`config.mk`:
```
export PLATFORM = sky130hd
export DESIGN_NAME = word_packer
export DESIGN_NICKNAME = d
export VERILOG_FILES = /design/src/rtl/word_packer.sv
export SDC_FILE = /design/constraint.sdc
export NUM_CORES = 1
export LEC_CHECK = 0
export ABC_CLOCK_PERIOD_IN_PS = 2400
export BUFFER_PORTS_ARGS = -buffer_cell sky130_fd_sc_hd__buf_2
export CORE_MARGIN = 1
export CORE_UTILIZATION = 50
export CTS_CLUSTER_SIZE = 25
export DETAILED_ROUTE_END_ITERATION = 10
export MAX_ROUTING_LAYER = met4
export PLACE_DENSITY = 0.79
export SYNTH_ARGS = -nofsm -noshare
export SYNTH_HDL_FRONTEND = slang
export SYNTH_SLANG_ARGS = --single-unit
```
`constraint.sdc`:
```
create_clock -name clk -period 2.4 [get_ports clk]
set_clock_uncertainty 0.15 [all_clocks]
set_input_delay 0.24 -clock clk [delete_from_list [all_inputs] [get_ports clk]]
set_output_delay 0.24 -clock clk [all_outputs]
set_load 0.02 [all_outputs]
```
`src/rtl/word_packer.sv`:
```
`default_nettype none
// ============================================================================
// word_packer: packs RATIO consecutive WIDTH-bit words into one wide beat,
// with flush support for emitting a zero-padded partial group.
// Revision: 1.0
// ============================================================================
module word_packer #(
  parameter int WIDTH = 32,
  parameter int RATIO = 4,
  localparam int CW = $clog2(RATIO) + 1
) (
  input  logic                   clk,
  input  logic                   rst_n,
  input  logic                   in_valid,
  input  logic [WIDTH-1:0]       in_data,
  output logic                   in_ready,
  input  logic                   flush,
  output logic                   out_valid,
  output logic [WIDTH*RATIO-1:0] out_data,
  output logic [CW-1:0]          out_count,
  input  logic                   out_ready
);

  localparam logic [CW-1:0] C_RATIO = CW'(RATIO);
  localparam logic [CW-1:0] C_LAST  = CW'(RATIO - 1);

  logic [RATIO-1:0][WIDTH-1:0] r_acc;
  logic [CW-1:0]               r_cnt;
  logic                        r_flush_pend;
  logic                        r_out_valid;
  logic [WIDTH*RATIO-1:0]      r_out_data;
  logic [CW-1:0]               r_out_count;

  logic                        w_slot_free;
  logic                        w_in_xfer;
  logic                        w_complete;
  logic                        w_emit_direct;
  logic                        w_emit_held;
  logic                        w_flush_req;
  logic [WIDTH*RATIO-1:0]      w_load_data;
  logic [CW-1:0]               w_load_count;

  assign w_slot_free   = !r_out_valid || out_ready;
  assign in_ready      = (r_cnt < C_RATIO) && !r_flush_pend;
  assign w_in_xfer     = in_valid && in_ready;
  assign w_complete    = w_in_xfer && (r_cnt == C_LAST);
  assign w_emit_direct = w_complete && w_slot_free;
  // A stalled full group and a pending flush both drain from the accumulator.
  assign w_emit_held   = ((r_cnt == C_RATIO) || r_flush_pend) && w_slot_free;
  // A full group waiting on the output already emits everything; a flush then adds nothing.
  assign w_flush_req   = flush && !r_flush_pend && (r_cnt != C_RATIO) && !w_complete &&
                         ((r_cnt != '0) || w_in_xfer);
  assign w_load_count  = w_emit_direct ? C_RATIO : r_cnt;

  for (genvar k = 0; k < RATIO; k++) begin : g_lane
    if (k == RATIO - 1) begin : g_last
      assign w_load_data[k*WIDTH +: WIDTH] = w_emit_direct ? in_data :
                                             ((CW'(k) < r_cnt) ? r_acc[k] : '0);
    end else begin : g_body
      assign w_load_data[k*WIDTH +: WIDTH] = (CW'(k) < r_cnt) ? r_acc[k] : '0;
    end
  end

  always_ff @(posedge clk or negedge rst_n) begin
    if (!rst_n) begin
      r_acc        <= '0;
      r_cnt        <= '0;
      r_flush_pend <= 1'b0;
    end else begin
      if (w_in_xfer) begin
        r_acc[r_cnt[CW-2:0]] <= in_data;
      end
      if (w_emit_direct || w_emit_held) begin
        r_cnt <= '0;
      end else if (w_in_xfer) begin
        r_cnt <= r_cnt + 1'b1;
      end
      if (w_emit_held) begin
        r_flush_pend <= 1'b0;
      end else if (w_flush_req) begin
        r_flush_pend <= 1'b1;
      end
    end
  end

  always_ff @(posedge clk or negedge rst_n) begin
    if (!rst_n) begin
      r_out_valid <= 1'b0;
      r_out_data  <= '0;
      r_out_count <= '0;
    end else if (w_emit_direct || w_emit_held) begin
      r_out_valid <= 1'b1;
      r_out_data  <= w_load_data;
      r_out_count <= w_load_count;
    end else if (out_ready) begin
      r_out_valid <= 1'b0;
    end
  end

  assign out_valid = r_out_valid;
  assign out_data  = r_out_data;
  assign out_count = r_out_count;

endmodule
`default_nettype wire

```
* Word level (Yosys, flattened, before mapping)
Index checks and enable logic that the tools add are counted.
** Storage, ports and cells
- Bits in registers :: 264
- Latch bits :: 0
- Bits in writable memories :: 0
- Bits in read-only memories :: 0
- Bits of input ports :: 37
- Output and inout port bits :: 133
- Memories kept :: 0
** Cells by class
- Add/sub/neg operators :: 1
- Multiply operators :: 0
- Div/mod/pow operators :: 0
- Magnitude comparators :: 7
- Equal/unequal tests :: 3
- Shift-type cells :: 0
- Muxes and demuxes :: 15
- Bitwise operators :: 0
- Reductions and logical operators :: 21
** Operators with widths (number)
- $mux 32 :: 6
- $bwmux 128 :: 1
- $demux 32 s2 :: 1
- $logic_and 1x1->1 :: 10
- $mux 3 :: 3
- $lt 1x3->1 const A :: 2
- $lt 2x3->1 const A :: 2
- $reduce_bool 2->1 :: 3
- $logic_or 1x1->1 :: 4
- $mux 1 :: 4
- $add 3x1->3 const B :: 1
- $eq 3x2->1 const B :: 1
- $eq 3x3->1 const B :: 1
- $logic_not 1->1 :: 3
- $lt 2x3->1 const B :: 1
- $lt 3x3->1 const B :: 1
- $ne 3x3->1 const B :: 1
- $reduce_bool 3->1 :: 1
- $ge 2x1->1 const B :: 1

* Depth between registers and ports, before layout
Gate-level depths: netlist of run 1.
- Depth in word-level cells :: 9
- Mapped depth :: 7
- Mapped depth without buffers :: 5

* Worst setup path before layout of run 1
OpenSTA, ideal clock, no wires.
- Path type :: register to register
- Start :: reg r_cnt[2]
- End :: reg r_acc[100] (netlist name)
- Data arrival time :: 1.890 ns
- Data required time :: 2.125 ns
- Slack :: 0.236 ns
- Cell stages (with the launch flop) :: 6
- Period minus slack after synthesis :: 2.164 ns
- Cell sequence :: dfrtp_1 nor2_1 and3_1 clkbuf_1 buf_2 mux2_2
** On the way
- Cells in the longest elaborated chain, start to end :: 3
** Ends and longest elaborated chain
- start: declaration :: RTL line 28 : logic [CW-1:0] r_cnt;
- start signal: assignment :: RTL line 76 : r_cnt <= r_cnt + 1'b1;
- $lt 3x3->1 :: RTL line 44 : assign in_ready = (r_cnt < C_RATIO) && !r_flush_pend;
- $logic_and 1x1->1 :: RTL line 44
- named net in_ready :: RTL line 16 : output logic in_ready,
- $logic_and 1x1->1 :: RTL line 45 : assign w_in_xfer = in_valid && in_ready;
- end signal: indexed assignment :: RTL line 71 : r_acc[r_cnt[CW-2:0]] <= in_data;
- end: declaration :: RTL line 27 : logic [RATIO-1:0][WIDTH-1:0] r_acc;
The timed path passes the listed nets, and every way through them passes these cells.
A chain may end at the register's enable or synchronous reset.

* Worst setup path after layout of run 1
- Start :: reg r_out_valid, in the netlist out_valid
- End :: reg r_out_data[110], in the netlist out_data[110]
** On the way
- Cells in the longest elaborated chain, start to end :: 4
** Ends and longest elaborated chain
- start: declaration :: RTL line 30 : logic r_out_valid;
- start signal: assignment :: RTL line 88 : r_out_valid <= 1'b0;
- start signal: assignment :: RTL line 92 : r_out_valid <= 1'b1;
- start signal: assignment :: RTL line 96 : r_out_valid <= 1'b0;
- $logic_not 1->1 (*) :: RTL line 43 : assign w_slot_free = !r_out_valid || out_ready;
- $logic_or 1x1->1 (*) :: RTL line 43
- $logic_and 1x1->1 (on tied branches) :: RTL line 47, 49
- $mux 32 / $logic_or 1x1->1 (equally long branches) :: RTL line 57, 91
- end signal: assignment :: RTL line 93 : r_out_data <= w_load_data;
- end: declaration :: RTL line 31 : logic [WIDTH*RATIO-1:0] r_out_data;
Mark *: on every way between the ends. The rest lies on a longest branch, timed or not.

==> results of run 1 <==
## synthesized netlist by cell type, drive strengths merged (2+ instances only)
master,instances,area [um^2]
a21o,32,240
a21oi,5,25.0
a22o,128,1120
a32oi,2,17.5
and3,6,37.5
buf,28,161
clkbuf,21,78.8
dfrtp,264,6610
ha,4,50.1
inv,3,11.3
mux2,128,1440
nand2,3,11.3
nand2b,2,12.5
nand3,2,10.0
nor2,6,22.5
nor2b,2,12.5
o21ai,2,10.0
## layer usage
| metal | up-vias | GRT usage (%) |
|---|---|---|
| met4 | 0 | 5.71 |
| met5 | - | - |
| li1 | 2830 | - |
| met2 | 182 | 38.2 |
| met1 | 3413 | 31.7 |
| met3 | 33 | 4.07 |
## worst paths after layout
check	endpoint	slack, ns	cells after the start
max in group asynchronous	r_acc[49]	1.25	3
hold / removal	r_cnt[1]	0.07	4
min in group asynchronous	r_acc[64]	0.08	2
setup reg to reg	out_data[110]	0.1	5
hold reg to reg	out_data[122]	0.32	1
setup / recovery	out_data[110]	0.1	5
## sequential cells by signal (all words and copies together), names as in the netlist
name / count
out_data: 128
out_valid: 1
out_count: 3
r_cnt: 3
r_acc: 128
r_flush_pend: 1
## where the power goes
| group | internal (mW) | total (mW) | switching (mW) |
|---|---|---|---|
| combinational | 2.64 | 5.71 | 3.07 |
| sequential | 6.20 | 7.14 | 0.942 |
| clock | 2.56 | 4.21 | 1.65 |
| total | 11.4 | 17.1 | 5.66 |
## worst reg2reg max path: stages (launching register included)
cell and delay (ns):
dfrtp_1 0.37, nor2b_1 0.92, nor4_4 0.03, buf_4 0.28, a22o_1 0.28, a21o_1 0.16
## layout make-up
class                      count  area (um^2)  area share, %
sequential                   264         6610           52.8
multi-input combinational    337         3210           25.6
timing repair buffer         224         1450           11.6
clock buffer                  36          769           6.15
tap                          265          332           2.65
clock inverter                11          134           1.07
inverter                       3         11.3         0.0900
## timing repair
action / CTS / global route
hold buffers: 34 / 0
endpoints found under the hold margin: 425 / 0
setup endpoints to repair: 0 / 32
gates resized for setup: 0 / 1
## placed cells by master, fill, tap and decap left out, types with 2 or more instances in the layout
| master | n |
|---|---|
| nand2b_1 | 2 |
| a22o_1 | 128 |
| a21oi_4 | 4 |
| a21o_1 | 32 |
| dlygate4sd3_1 | 34 |
| buf_12 | 8 |
| clkinv_2 | 7 |
| inv_1 | 3 |
| clkbuf_1 | 3 |
| clkbuf_8 | 6 |
| mux2_1 | 6 |
| mux2_2 | 122 |
| clkbuf_16 | 27 |
| nor2_1 | 6 |
| ha_1 | 4 |
| and3_2 | 5 |
| bufinv_16 | 3 |
| a21oi_1 | 2 |
| buf_4 | 13 |
| nand3_1 | 2 |
| a32oi_1 | 2 |
| buf_2 | 168 |
| nor2b_1 | 2 |
| dfrtp_1 | 264 |
| nand2_1 | 3 |
## kinds of logic after synthesis
| kind of cell | share of synthesized area (%) |
|---|---|
| xor+xnor | 0.0876 |
| buf+inv | 2.52 |
| flops | 66.1 |
| compound gates | 14.6 |
| fa+ha+maj | 0.501 |
| mux | 14.4 |
| simple gates | 1.75 |
==> impl_metrics.yaml, run 1 <==
cells_and_area:
  antennaDiodeCount: 0
  instances_no_fill: 1140
  area_growth_pct: 25.2
  nets: 898
  drive_gt1_share_pct: 42.2
  final_core_utilization_pct: 64.1
  fillCellCount: 1474
  postLayoutCellArea_um2: 12500
min_path:
  hold_path_class: "input pin to flop"
  worstHoldStart: "in_valid"
power:
  pwr_density_cell_nw_per_um2: 1360
  irDropWorstVdd_v: 0.000806
  p_leak_nw: 6.36
  power_mw: 17.1
yosys:
  ys_seq_area_share_pct: 66.1
  synth_top_flop_cell: "dfrtp_1"
  synth_edf_count: 0
  yosysWarnings: 0
  synth.avg_cell_area_um2: 15.3
  ys_types: 35
  syn_nets: 693
  syn_area_um2: 10000
  synthCells: 652
  ys_ff_latch: 264
  async_flop_share_pct: 100
critical_path:
  end_kind: "flop"
  worst-path-buf-inv: 1
  r2r_start: "out_valid"
  critPathMaxFanout: 19
  max_stage_delay_ns: 0.92
  critPathKind: "flop to flop"
  crit_path_start: "out_valid"
  cp_slowest_cell: "nor2b_1"
  arrival_ns: 2.56
  required_ns: 2.66
  critPathLaunchType: "flop"
  path_cells: "nor2b_1, nor4_4, buf_4, a22o_1, a21o_1"
  crit_family: "simple AND/OR/NAND/NOR gates"
routing:
  drt_iter0_drc: 331
  route.met3.wl_um: 1360
  drt-vias-per-instance: 5.66
  via_count: 6458
  drtPass1Iterations: 4
  wire_per_inst_um: 20.2
  wl_met2_um: 11300
  antenna_left: 0
  met1_length_um: 9880
  top_layer_used: "met4"
  routed_wl_um: 23000
  drc_errors: 0
placement:
  placed_cells: 1058
  port_buffers: 169
  gp_congestion: 0.816
  dpl_cell_area_um2: 11300
  hpwlAfterDp_um: 14000
  pre_cts_ws_ns: 0.0864
clock_tree:
  cts_setup_buffers: 0
  root_buffer: "clkbuf_16"
  cts_made_buffers: 27
  htreeDepth: 1
  cts.sinks: 264
  cts_tree: "yes"
  cts_buffer_depth: 3
  cts.reportedPaths.clkPinSlew_ns: 0.06
  clk-insertion-delay-late_ns: 0.53
global_routing:
  globalRouteTotalUtil_pct: 23.8
  grt_pass1_vias: 6592
  grt_pass1_wl_um: 36600
  grt_start_max_net_pins: 79
  antenna_found_initial: 0
  grt.overflow.total: 0
timing:
  setup_ws_ns: 0.0970
  tns_ns: 0
  relSlewSlack_pct: 22.2
  period_minus_slack_ns: 2.30
  fmax_mhz: 434
  rsz0062_at_grt: "false"
  hold_viol: 0
  hold_ws_ns: 0.0707
  fin_crit_sh_pct: 96.0
  slew_violations: 0
  setup_violations: 0
  worst_pin_slew_ns: 1.16
run_status:
  status: "complete, no violations"
floorplan:
  num_io_pins: 170
  die_width_um: 143
  initial_core_util_pct: 51.2
  fp.dieArea_um2: 20600
  fp.coreArea_um2: 19500
  rows: 51
  die_h_um: 143
job:
  cap_viol_max_count: 0
No activity file was read; power rests on OpenSTA's default activity.
==> run 2, diff against run 1 <==
GPL_TIMING_DRIVEN = 0   (was default)
SLEW_MARGIN = 20   (was default)
==> impl_metrics.yaml, run 2 (synthesis gave the netlist of run 1 again) <==
critical_path:
  required_ns: 2.65
  critPathMaxFanout: 10
  max_stage_delay_ns: 0.48
  worst-path-buf-inv: 2
  worstReg2RegEnd: "r_acc[108]"
  path_cells: "nor2_2, and3_1, clkbuf_1, buf_2, mux2_2"
  arrival_ns: 2.56
  end_kind: "flop"
  r2r_cells: 5
  crit_family: "buffers and inverters"
  crit_cells: 5
  crit_path_start: "r_cnt[2]"
  rrSetupSlack_ns: 0.09
  critPathKind: "flop to flop"
  r2r_start: "r_cnt[2]"
  critPathLaunchType: "flop"
  cp_slowest_cell: "dfrtp_1"
min_path:
  worstHoldStart: "in_valid"
  hold_depth: 4
  hold_path_class: "input pin to flop"
  whs_endpoint: "r_cnt[1]"
power:
  p_leak_nw: 6.50
  pwr_density_cell_nw_per_um2: 1380
  irDropWorstVdd_v: 0.000757
job:
  cap_viol_max_count: 0
placement:
  port_buffers: 169
  placed_cells: 1089
  pre_cts_ws_ns: -0.183
  gp_congestion: 0.823
  hpwlAfterDp_um: 15800
global_routing:
  grt.overflow.total: 0
  grt_start_max_net_pins: 77
  grt_pass1_vias: 6745
  globalRouteTotalUtil_pct: 24.6
  antenna_found_initial: 0
  grt_pass1_wl_um: 37500
floorplan:
  fp.coreArea_um2: 19500
  rows: 51
  die_h_um: 143
  num_io_pins: 170
  die_width_um: 143
  fp.dieArea_um2: 20600
  initial_core_util_pct: 51.2
clock_tree:
  cts.sinks: 264
  root_buffer: "clkbuf_16"
  htreeDepth: 1
  clk-insertion-delay-late_ns: 0.52
  cts.reportedPaths.clkPinSlew_ns: 0.07
  cts_made_buffers: 26
  cts_tree: "yes"
  cts_buffer_depth: 3
cells_and_area:
  instances_no_fill: 1172
  area_growth_pct: 26.5
  final_cell_mix: "264 x dfrtp_1, 185 x buf_2, 128 x a22o_1"
  antennaDiodeCount: 0
  nets: 928
  final_core_utilization_pct: 64.8
  final_common_cell: "dfrtp_1"
  drive_gt1_share_pct: 43.2
routing:
  wire_per_inst_um: 20.1
  via_count: 6548
  drtPass1Iterations: 4
  routed_wl_um: 23500
  drt_iter0_drc: 424
  drc_errors: 0
  drt-vias-per-instance: 5.59
  antenna_left: 0
timing:
  relSlewSlack_pct: 62.8
  slew_violations: 0
  setup_ws_ns: 0.0867
  period_minus_slack_ns: 2.31
  worst_pin_slew_ns: 0.557
  rsz0062_at_grt: "false"
  setup_violations: 0
  fin_crit_sh_pct: 96.4
  fmax_mhz: 432
  hold_ws_ns: 0.0492
  hold_viol: 0
run_status:
  status: "complete, no violations"
[run 2: worst max path at each step]
stage,endpoint,slack (ns)
after CTS,r_acc[16],-0.08
final,r_acc[108],0.09
after detailed placement,out_data[115],-0.18
after global routing,r_acc[51],0.004
after floorplan,r_acc[100],0.24
after global placement,r_acc[112],-3.75
[run 2: what timing repair did]
item / in CTS / in global routing
setup buffers: 0 / 2
gates resized for setup: 13 / 23
endpoints found under the hold margin: 351 / 0
pin swaps: 0 / 1
setup endpoints to repair: 189 / 219
hold buffers: 35 / 0
[run 2: worst reg2reg max path, stage by stage, from the launching register on]
cell and delay (ns):
dfrtp_1 0.48, nor2_2 0.32, and3_1 0.21, clkbuf_1 0.27
buf_2 0.38, mux2_2 0.38
[run 2: per-layer routing]
metal	track usage, %	wire, um	share of wire (%)
met4	6.10	499	2.1
met2	40.1	11500	49
met5	-	0	0
met3	3.90	1290	5.5
met1	32.5	10200	43
[run 2: stage by stage]
step	cell area, um^2	setup TNS, ns	power, mW
after global placement	11200	-988.47	12.6
after CTS	12600	-1.64	17.5
after floorplan	10000	0	10.9
final	12600	0	17.4
after detailed placement	11300	-6.07	12.8
after global routing	12600	0	18.4
[run 2: layout make-up]
type | instances | area, um^2
multi-input cells | 336 | 3150
clock inverters | 18 | 282
plain buffers | 47 | 270
well taps | 265 | 332
repair buffers | 209 | 1300
clock buffers | 30 | 697
inverters | 3 | 11.3
flip-flops and latches | 264 | 6610
fillers | 1451 | 6880
[run 2: where the power goes]
group / switching, mW / internal [mW]
Sequential: 0.931 / 6.20
Combinational: 3.12 / 2.62
Clock: 1.72 / 2.85
==> run 3, diff against run 2 <==
ABC_CLOCK_PERIOD_IN_PS = 2000   (was 2400)
PLACE_DENSITY = 0.82   (was 0.79)
REMOVE_ABC_BUFFERS = 1   (was default)
clock period = 2 ns   (was 2.4 ns; I/O delays follow)
==> impl_metrics.yaml, run 3 (synthesis gave the netlist of run 1 again) <==
routing:
  drt-vias-per-instance: 5.59
  drt_iter0_drc: 293
  antenna_left: 0
  wire_per_inst_um: 20.5
  drtPass1Iterations: 4
  via_count: 6514
  drc_errors: 0
  routed_wl_um: 23900
cells_and_area:
  postLayoutCellArea_um2: 13100
  area_growth_pct: 31.3
  nets: 922
  drive_gt1_share_pct: 44.5
  final_common_cell: "dfrtp_1"
  antennaDiodeCount: 0
  final_cell_mix: "260 x dfrtp_1, 168 x buf_2, 128 x a22o_1"
min_path:
  hold_path_class: "input pin to async pin"
global_routing:
  grt_pass1_wl_um: 37400
  antenna_found_initial: 0
  globalRouteTotalUtil_pct: 24.4
  grt_start_max_net_pins: 95
  grt.overflow.total: 0
  grt_pass1_vias: 6859
clock_tree:
  cts_made_buffers: 28
  cts_buffer_depth: 3
  cts.sinks: 264
  cts.reportedPaths.clkPinSlew_ns: 0.06
  htreeDepth: 1
  root_buffer: "clkbuf_16"
  cts_tree: "yes"
  clk-insertion-delay-late_ns: 0.53
job:
  cap_viol_max_count: 0
timing:
  period_minus_slack_ns: 1.97
  fmax_mhz: 509
  setup_ws_ns: 0.0341
  fin_crit_sh_pct: 98.3
  hold_viol: 0
  setup_violations: 0
  worst_pin_slew_ns: 0.603
  slew_violations: 0
  relSlewSlack_pct: 59.8
  rsz0062_at_grt: "true"
floorplan:
  die_width_um: 143
  num_io_pins: 170
  rows: 51
  die_h_um: 143
  fp.coreArea_um2: 19500
  initial_core_util_pct: 51.2
  fp.dieArea_um2: 20600
power:
  pwr_density_cell_nw_per_um2: 1650
  irDropWorstVdd_v: 0.000808
  p_leak_nw: 6.60
placement:
  port_buffers: 169
  gp_congestion: 0.751
  hpwlAfterDp_um: 14600
  pre_cts_ws_ns: -0.424
  dpl_cell_area_um2: 11500
critical_path:
  required_ns: 2.26
  arrival_ns: 2.23
  critPathKind: "flop to flop"
  critPathMaxFanout: 15
  end_kind: "flop"
  critPathLaunchType: "flop"
run_status:
  status: "complete, no violations"
## run 3: final timing paths
path / start / end / slack (ns) / cells after the start
setup reg to reg: r_flush_pend / out_data[40] / 0.03 / 7
max in group asynchronous: rst_n / r_acc[44] / 0.70 / 3
hold reg to reg: out_data[101] / out_data[101] / 0.32 / 1
setup / recovery: r_flush_pend / out_data[40] / 0.03 / 7
hold / removal: rst_n / out_data[79] / 0.1 / 2
min in group clk: out_data[101] / out_data[101] / 0.32 / 1
## run 3: metrics by stage
step                instances  power, mW  hold slack (ns)  util (%)  setup TNS (ns)
finish                   1166       21.6           0.0998      67.2               0
global route             1166       22.8            0.135      67.2         -0.0213
CTS                      1164       21.6            0.127      66.9               0
detailed placement       1056       16.0           0.0830      58.7          -65.12
global placement         1037       15.1            0.304      56.0        -2071.20
floorplan                 603       13.7           -0.246         -         -560.95
## run 3: area by class of cell
cell class                 instances  area, um^2
clock inverter                     8        93.8
inverter                           3        11.3
multi-input combinational        336        3240
timing repair buffer             248        2000
tap                              265         332
clock buffer                      42         835
sequential                       264        6610
fill                            1334        6400
## run 3: worst max-delay path, cell delays in order, from the launching register on
cell,delay [ns]
dfrtp_2,0.43
buf_4,0.17
o21bai_2,0.23
nand2_1,0.22
a21oi_4,0.11
buf_16,0.18
buf_16,0.16
a22o_1,0.19
## run 3: power breakdown
part	internal [mW]	leakage (nW)	total [mW]	switching (mW)
Combinational	3.95	2.80	7.88	3.93
Sequential	7.45	3.34	8.63	1.18
Clock	3.12	0.461	5.13	2.01
Total	14.5	6.60	21.6	7.12
## run 3: per-layer routing
metal | wire (um) | part of all wire [%] | GRT usage (%)
met5 | 0 | 0 | -
met2 | 12100 | 51 | 40.2
met1 | 10000 | 42 | 31.1
met3 | 1220 | 5.1 | 4.40
met4 | 463 | 1.9 | 6.33
## run 3: what timing repair did
action	in CTS	in global routing
setup buffers	22	1
endpoints found under the hold margin	241	0
gates resized for setup	18	7
hold buffers	36	0
cloned	0	1
setup endpoints to repair	258	221
pin swaps	7	4
